[src/rtl/pingpong_frame_scheduler.sv]
// Ping-pong frame store scheduler: fills one bank from the raster source while the
// addressing logic scans the other, then swaps banks and restarts the scan.
module pingpong_frame_scheduler #(
    parameter int addressBitWidth = 17,
    parameter int rowBitWidth     = 11,
    parameter int colBitWidth     = 11,
    parameter int dataWidth       = 8
) (
    input  logic                       clk,
    input  logic                       rst,
    input  logic [rowBitWidth-1:0]     rowMax,
    input  logic [colBitWidth-1:0]     colMax,
    input  logic [dataWidth-1:0]       pixIn,
    input  logic                       pixValid,
    output logic                       pixReady,
    output logic [rowBitWidth-1:0]     scanRowMax,
    output logic [colBitWidth-1:0]     scanColMax,
    output logic                       scanStart,
    output logic                       scanEn,
    input  logic                       scanDone,
    input  logic [addressBitWidth-1:0] scanAddress,
    input  logic                       scanAddressValid,
    input  logic                       outReady,
    output logic [addressBitWidth-1:0] mem0Addr,
    output logic                       mem0We,
    output logic [dataWidth-1:0]       mem0Wdata,
    input  logic [dataWidth-1:0]       mem0Rdata,
    output logic [addressBitWidth-1:0] mem1Addr,
    output logic                       mem1We,
    output logic [dataWidth-1:0]       mem1Wdata,
    input  logic [dataWidth-1:0]       mem1Rdata,
    output logic [dataWidth-1:0]       pixOut,
    output logic                       pixOutValid,
    output logic                       wrBank,
    output logic [7:0]                 frameCount
);

    localparam int prodW = rowBitWidth + colBitWidth;

    typedef enum logic [1:0] {IDLE, START, SCAN, DRAIN} state_t;

    state_t                     state, stateNext;
    logic                       bankFull;
    logic                       rdBank;
    logic [addressBitWidth-1:0] wrAddr;
    logic [rowBitWidth-1:0]     wrRows;
    logic [colBitWidth-1:0]     wrCols;
    logic                       scanDoneQ;
    logic                       vld_p1, pad_p1, sel_p1;

    logic                       accept, firstPix, lastPix, swap;
    logic [rowBitWidth-1:0]     curRows;
    logic [prodW-1:0]           frameLen, wrAddrExt;

    assign pixReady  = !bankFull;
    assign accept    = pixValid & pixReady;
    assign firstPix  = (wrAddr == '0);
    // Row count is only latched on the first pixel, so that pixel must see rowMax directly.
    assign curRows   = firstPix ? rowMax : wrRows;
    assign frameLen  = prodW'(curRows) * prodW'(colMax);
    assign wrAddrExt = prodW'(wrAddr);
    assign lastPix   = accept & (wrAddrExt == frameLen - prodW'(1));
    assign swap      = (state == IDLE) & bankFull;

    // Write side and bank ownership
    always_ff @(posedge clk) begin
        if (rst) begin
            wrAddr     <= '0;
            bankFull   <= 1'b0;
            wrBank     <= 1'b0;
            rdBank     <= 1'b0;
            frameCount <= '0;
            scanRowMax <= '0;
            scanColMax <= '0;
            scanDoneQ  <= 1'b0;
        end else begin
            scanDoneQ <= scanDone;
            if (accept) begin
                if (lastPix) begin
                    wrAddr   <= '0;
                    bankFull <= 1'b1;
                end else begin
                    wrAddr <= wrAddr + 1'b1;
                end
            end
            if (swap) begin
                rdBank     <= wrBank;
                wrBank     <= ~wrBank;
                bankFull   <= 1'b0;
                scanRowMax <= wrRows;
                scanColMax <= wrCols;
            end
            if (state == DRAIN)
                frameCount <= frameCount + 8'd1;
        end
    end

    always_ff @(posedge clk) begin
        if (accept && firstPix) begin
            wrRows <= rowMax;
            wrCols <= colMax;
        end
    end

    always_ff @(posedge clk) begin
        if (rst) state <= IDLE;
        else     state <= stateNext;
    end

    // A scanDone level already high on SCAN entry is ignored; only a fresh edge ends the scan.
    always_comb begin
        stateNext = state;
        scanStart = 1'b0;
        scanEn    = 1'b0;
        case (state)
            IDLE:  if (bankFull) stateNext = START;
            START: begin
                scanStart = 1'b1;
                stateNext = SCAN;
            end
            SCAN: begin
                scanEn = outReady;
                if (scanDone && !scanDoneQ) stateNext = DRAIN;
            end
            DRAIN: stateNext = IDLE;
            default: stateNext = IDLE;
        endcase
    end

    always_comb begin
        mem0Addr  = wrBank ? scanAddress : wrAddr;
        mem0We    = !wrBank & accept;
        mem0Wdata = wrBank ? '0 : pixIn;
        mem1Addr  = wrBank ? wrAddr : scanAddress;
        mem1We    = wrBank & accept;
        mem1Wdata = wrBank ? pixIn : '0;
    end

    // p1: aligned with the 1-cycle synchronous RAM read
    always_ff @(posedge clk) begin
        if (rst) begin
            vld_p1 <= 1'b0;
            pad_p1 <= 1'b1;
            sel_p1 <= 1'b0;
        end else begin
            vld_p1 <= (state == SCAN) & scanEn;
            pad_p1 <= !scanAddressValid;
            sel_p1 <= rdBank;
        end
    end

    assign pixOutValid = vld_p1;
    assign pixOut      = pad_p1 ? '0 : (sel_p1 ? mem1Rdata : mem0Rdata);

endmodule

[config.mk]
export PLATFORM = sky130hd
export DESIGN_NAME = pingpong_frame_scheduler
export DESIGN_NICKNAME = d
export VERILOG_FILES = /design/src/rtl/pingpong_frame_scheduler.sv
export SDC_FILE = /design/constraint.sdc
export NUM_CORES = 1
export LEC_CHECK = 0
export CORE_MARGIN = 4
export CORE_UTILIZATION = 35
export DETAILED_ROUTE_END_ITERATION = 16
export PLACE_DENSITY = 0.69
export SETUP_SLACK_MARGIN = 0.02
export SYNTH_ARGS = -nofsm -noshare
export SYNTH_HDL_FRONTEND = slang
export SYNTH_SLANG_ARGS = --single-unit
[constraint.sdc]
create_clock -name clk -period 10.8 [get_ports clk]
set_clock_uncertainty 0.2 [all_clocks]
set_input_delay 1.62 -clock clk [delete_from_list [all_inputs] [get_ports clk]]
set_output_delay 1.62 -clock clk [all_outputs]
set_load 0.1 [all_outputs]
==> impl_metrics.py, run 1 <==
metrics = {
    "setup_path": {
        "crit_path_max_incr_delay_ns": 0.84,
        "r2r-start": "wrAddr[0]",
        "r2r_cells": 21,
        "worstPathCellList": "clkdlybuf4s50_1 > nand2_1 > fa_1 > fa_1 > inv_1 > fa_1 > inv_1 > fa_1 > fa_1 > inv_1 > ha_1 > and2_1 > nand3_1 > a2111oi_0 > nor3_1 > xnor2_1 > a2111oi_4 > nand2_1 > a41o_1",
        "crit_arrival_ns": 7.77,
        "cpMostUsedCell": "fa_1",
        "ff2ff_setup_slack_ns": 3.14,
        "start_kind": "primary input",
        "crit_path_max_fanout": 12,
        "cpMaxStageDelayCell": "clkdlybuf4s50_1",
        "crit_path_end_kind": "flop",
        "reg2reg_to": "wrAddr[1]",
        "critPathKind": "primary input to flop",
        "critPathRequiredTime_ns": 10.83,
    },
    "synth": {
        "synth_area_per_cell_um2": 8.75,
        "ys_warn_count": 0,
        "syn_area_um2": 8540,
        "synthArstFlopShare": 0,
        "seq_area_frac_synth": 0.209,
        "synth_cell_types": 59,
        "ys_seq_elements": 78,
        "synth_fp_nets": 1203,
        "synth-main-ff-cell": "dfxtp_1",
        "syn_inst": 976,
        "synth-edff-count": 22,
    },
    "clock_network": {
        "clockRootBuffer": "clkbuf_16",
        "htreeDepth": 3,
        "post_cts_resized": 0,
        "cts-buffers-inserted": 9,
        "cts_buffer_depth": 2,
        "post_cts_buffers": 0,
        "clkTransAtPathRegs_ns": 0.06,
        "cts_tree": "yes",
        "cts_num_sinks": 78,
        "clk_latency_ns": 0.34,
        "holdBufCountCts": 0,
    },
    "drt": {
        "post_drt_wl_per_cell_um": 15.2,
        "drt_pass1_iterations": 5,
        "via_per_inst": 5.02,
        "drtAntennaViolNets": 0,
        "routed_wl_um": 21400,
        "drc": 0,
        "first_iter_violations": 409,
        "num_vias": 7100,
    },
    "sta": {
        "setup_tns_ns": 0,
        "slew_viol_final": 0,
        "fin_crit_ns": 7.74,
        "max_freq_ghz": 0.129,
        "finalHoldViolations": 0,
        "post-route-period-util": 0.717,
        "slew_headroom": 0.283,
        "worst_slew_pin_slew_ns": 1.07,
        "setup_viol": 0,
        "grt_setup_unrepaired": "no",
    },
    "final_layout": {
        "drive_gt1_frac": 0.0740,
        "final_common_cell": "nand2_1",
        "fin_area_um2": 10600,
        "n_antenna_cell": 0,
        "layout_common_cells": "nand2_1, clkdlybuf4s50_1, inv_1",
        "syn_to_final_growth_pct": 24.4,
        "nNetsFinal": 1316,
    },
    "place": {
        "dpl.hpwl_um": 17400,
        "place.gp.congestion": 0.962,
        "io_buffers": 163,
        "placed_area_um2": 10300,
    },
    "die": {
        "die_w_um": 164,
        "ios": 164,
        "die_area_um2": 27000,
        "core_um2": 23800,
        "die_h_um": 164,
        "placementRows": 56,
        "start_util": 0.360,
    },
    "global_route": {
        "overflow": 0,
        "grt_pass1_vias": 7010,
        "antenna_found_initial": 0,
        "grt_max_degree": 59,
        "grt_pass1_wl_um": 34900,
        "grt_usage": 0.159,
    },
    "flow_run": {
        "maxCapViolCount": 0,
    },
    "worst_hold_path": {
        "holdPathStages": 2,
        "hold_path.class": "flop to flop",
        "hold_path_startpoint": "rdBank",
        "min_to": "rdBank",
    },
    "status": {
        "status": "finished, final reports clean",
    },
}
-- cells by family (layout without fill, tap and decap cells) --
family	count (synthesis)	after routing	synth area share
buf+inv	166	284	0.0754
mux	53	53	0.0697
simple gates	359	359	0.203
fa+ha+maj	158	158	0.309
compound gates	117	117	0.0885
flops	78	78	0.209
xor+xnor	45	45	0.0461
-- per-layer routing --
metal,global-route usage,wire (um)
met4,0.0435,260
met2,0.281,10800
met5,0,0
met1,0.202,8840
met3,0.0261,1540
-- worst max-delay path by stage --
| stage | start | to | slack [ns] | cells past startpoint |
|---|---|---|---|---|
| after floorplan | rowMax[3] | wrAddr[12] | 3.59 | 22 |
| after global placement | rowMax[8] | wrAddr[1] | 2.70 | 19 |
| after detailed placement | rowMax[3] | wrAddr[1] | 2.76 | 20 |
| after CTS | wrAddr[0] | wrAddr[1] | 3.08 | 22 |
| after global routing | colMax[5] | wrAddr[1] | 2.69 | 19 |
| final | colMax[3] | wrAddr[1] | 3.06 | 19 |
-- cell usage after synthesis (all sizes together) (5+ instances only) --
cell type | instances | area (um^2)
edfxtp | 22 | 661
clkbuf | 51 | 191
mux2 | 42 | 473
ha | 70 | 876
a2111oi | 5 | 75.1
and3 | 9 | 56.3
nand2 | 168 | 631
dfxtp | 56 | 1120
nor2 | 50 | 213
fa | 88 | 1760
buf | 11 | 62.6
and2 | 48 | 300
or3 | 5 | 31.3
xnor2 | 24 | 210
a21oi | 52 | 260
mux2i | 11 | 123
nor3 | 12 | 60.1
nor2b | 15 | 93.8
xor2 | 21 | 184
inv | 104 | 390
a21o | 9 | 75.1
o21ai | 19 | 95.1
nand4 | 15 | 100
nand2b | 7 | 43.8
nand3 | 15 | 75.1
-- worst max-delay path, delay by kind of cell --
| kind | cells | cell delay (ns) |
|---|---|---|
| xor gates and xnor gates | 1 | 0.19 |
| and+or+nand+nor | 5 | 0.90 |
| buffers and inverters | 4 | 0.99 |
| AOI/OAI and AO/OA | 3 | 1.22 |
| adders and majority gates | 6 | 2.85 |
-- final cells by class --
type | instances | area [um^2]
inverter | 104 | 390
timing repair buffer | 164 | 1640
clock buffer | 10 | 250
multi-input combinational | 732 | 6120
clock inverter | 6 | 48.8
tap | 319 | 399
fill | 2277 | 13100
sequential | 78 | 1780
-- registers in the layout (all words and copies together) (netlist names), 2 cells and up --
register / flops
wrCols: 11
wrRows: 11
state: 2
scanColMax: 11
wrAddr: 17
scanRowMax: 11
frameCount: 8
-- metrics by stage --
stage | setup WS (ns) | std cells | hold WS (ns) | utilization
finish | 3.06 | 1413 | 0.250 | 0.448
global placement | 2.70 | 1397 | 0.239 | 0.435
floorplan | 3.59 | 976 | 0.232 | -
CTS | 3.08 | 1413 | 0.255 | 0.448
detailed placement | 2.76 | 1397 | 0.246 | 0.435
global route | 2.69 | 1413 | 0.267 | 0.448
Power of run 1 is not shown: default switching activity piles up to over one toggle a cycle in this logic, so the estimate is an artifact.
==> run 2, diff against run 1 <==
==> constraint.sdc (replaced) <==
create_clock -name clk -period 7.45 [get_ports clk]
set_clock_uncertainty 0.2 [all_clocks]
set_input_delay 1.1175 -clock clk [delete_from_list [all_inputs] [get_ports clk]]
set_output_delay 1.1175 -clock clk [all_outputs]
set_load 0.1 [all_outputs]
==> impl_metrics.py, run 2 (synthesis results as in run 1) <==
metrics = {
    "clock_network": {
        "clk_latency_ns": 0.34,
        "clockRootBuffer": "clkbuf_16",
        "cts_tree": "yes",
        "cts_buffer_depth": 2,
        "post_cts_buffers": 0,
        "cts-buffers-inserted": 9,
        "htreeDepth": 3,
        "cts_num_sinks": 78,
        "holdBufCountCts": 0,
        "clkTransAtPathRegs_ns": 0.06,
    },
    "setup_path": {
        "crit_path_max_fanout": 13,
        "cpLargestDelayFamily": "adder cells",
        "crit_path_end_kind": "flop",
        "crit_path_max_incr_delay_ns": 0.56,
        "worstPathCellList": "inv_1 > ha_1 > nor4b_2 > nand4_2 > buf_4 > mux2_2 > and2_1 > fa_1 > inv_1 > fa_1 > fa_1 > inv_1 > fa_1 > ha_1 > ha_1 > a21oi_1 > o21ai_0 > or3b_2 > a31oi_1 > a221o_1 > a2111oi_4 > nand2_1 > a41o_1",
        "cpMaxStageDelayCell": "fa_1",
        "cp.buffers_inverters": 4,
        "cpMostUsedCell": "fa_1",
        "crit_start": "wrAddr[0]",
        "r2r-start": "wrAddr[0]",
        "crit_arrival_ns": 7.08,
        "critPathKind": "flop to flop",
        "critPathRequiredTime_ns": 7.48,
        "start_kind": "flop",
    },
    "sta": {
        "fin_crit_ns": 7.05,
        "post-route-period-util": 0.946,
        "setup_viol": 0,
        "worst_slew_pin_slew_ns": 1.09,
        "slew_headroom": 0.273,
        "finalHoldViolations": 0,
        "max_freq_ghz": 0.142,
        "setup_tns_ns": 0,
        "slew_viol_final": 0,
        "grt_setup_unrepaired": "no",
    },
    "final_layout": {
        "drive_gt1_frac": 0.0988,
        "largest_register_ffs": 17,
        "n_antenna_cell": 0,
        "nFillCells": 2234,
        "layout_common_cells": "nand2_1, clkdlybuf4s50_1, inv_1",
        "fin_area_um2": 10900,
        "largest-register": "wrAddr",
        "final_common_cell": "nand2_1",
        "nNetsFinal": 1345,
        "fin_cells": 1442,
        "syn_to_final_growth_pct": 27.1,
    },
    "drt": {
        "drc": 0,
        "via_per_inst": 5.02,
        "drtAntennaViolNets": 0,
        "drt_pass1_iterations": 5,
        "first_iter_violations": 422,
        "num_vias": 7239,
        "post_drt_wl_per_cell_um": 15.1,
        "routed_wl_um": 21800,
    },
    "global_route": {
        "grt_pass1_wl_um": 35700,
        "overflow": 0,
        "antenna_found_initial": 0,
        "grt_usage": 0.163,
        "grt_pass1_vias": 7260,
        "grt_max_degree": 59,
    },
    "flow_run": {
        "maxCapViolCount": 0,
    },
    "die": {
        "die_area_um2": 27000,
        "ios": 164,
        "die_h_um": 164,
        "core_um2": 23800,
        "die_w_um": 164,
        "start_util": 0.360,
        "placementRows": 56,
    },
    "place": {
        "dp.cells": 1426,
        "io_buffers": 163,
        "placed_area_um2": 10500,
        "dpl.hpwl_um": 17900,
        "place.gp.congestion": 0.893,
    },
    "status": {
        "status": "finished, final reports clean",
    },
    "worst_hold_path": {
        "hold_path.class": "flop to flop",
        "hold_path_startpoint": "rdBank",
    },
}
==> run 2: cell count changes in the layout (fill, tap and decap cells not counted), sizes merged <==
cell | before | now
clkinvlp | 0 | 1
buf | 1 | 30
clkinv | 2 | 0
clkbuf | 10 | 9
inv | 108 | 110
==> run 2: timing repair <==
action,CTS,global route
setup endpoints to repair,0,18
resized for setup,0,6
hold endpoints to repair,0,0
==> run 2: per-stage QoR <==
step                      hold slack (ns)   util  setup slack [ns]
final                               0.252  0.457             0.399
after global placement              0.240  0.444             0.104
after global routing                0.269  0.457            0.0233
after detailed placement            0.247  0.444            0.0390
after CTS                           0.255  0.456             0.332
after floorplan                     0.232      -             0.497
==> run 2: layout make-up <==
cell class / instances / area, um^2 / share of cell area
Clock inverter: 7 / 60.1 / 0.00553
Timing Repair Buffer: 193 / 1860 / 0.171
Sequential cell: 78 / 1780 / 0.164
Inverter: 104 / 390 / 0.0360
Tap cell: 319 / 399 / 0.0368
Clock buffer: 9 / 225 / 0.0207
Multi-Input combinational cell: 732 / 6140 / 0.566
==> run 2: path summary, 6_finish.rpt <==
check,cells past startpoint,to,slack (ns)
setup / recovery,23,wrAddr[1],0.40
hold / removal,2,rdBank,0.25
setup reg to reg,23,wrAddr[1],0.40
hold reg to reg,2,rdBank,0.25
==> run 2: tightest hold or removal path, cell delays in order (launching register included) <==
cell	delay [ns]
dfxtp_1	0.31
nand2_1	0.05
a21oi_1	0.05
==> run 2: per-layer routing <==
metal	vias up	GRT usage	share of wire
met5	-	0	0
met4	0	0.0412	0.013
met3	18	0.0226	0.054
met2	195	0.290	0.51
met1	3549	0.208	0.43
li1	3477	-	-
Power of run 2 is left out for the same reason.
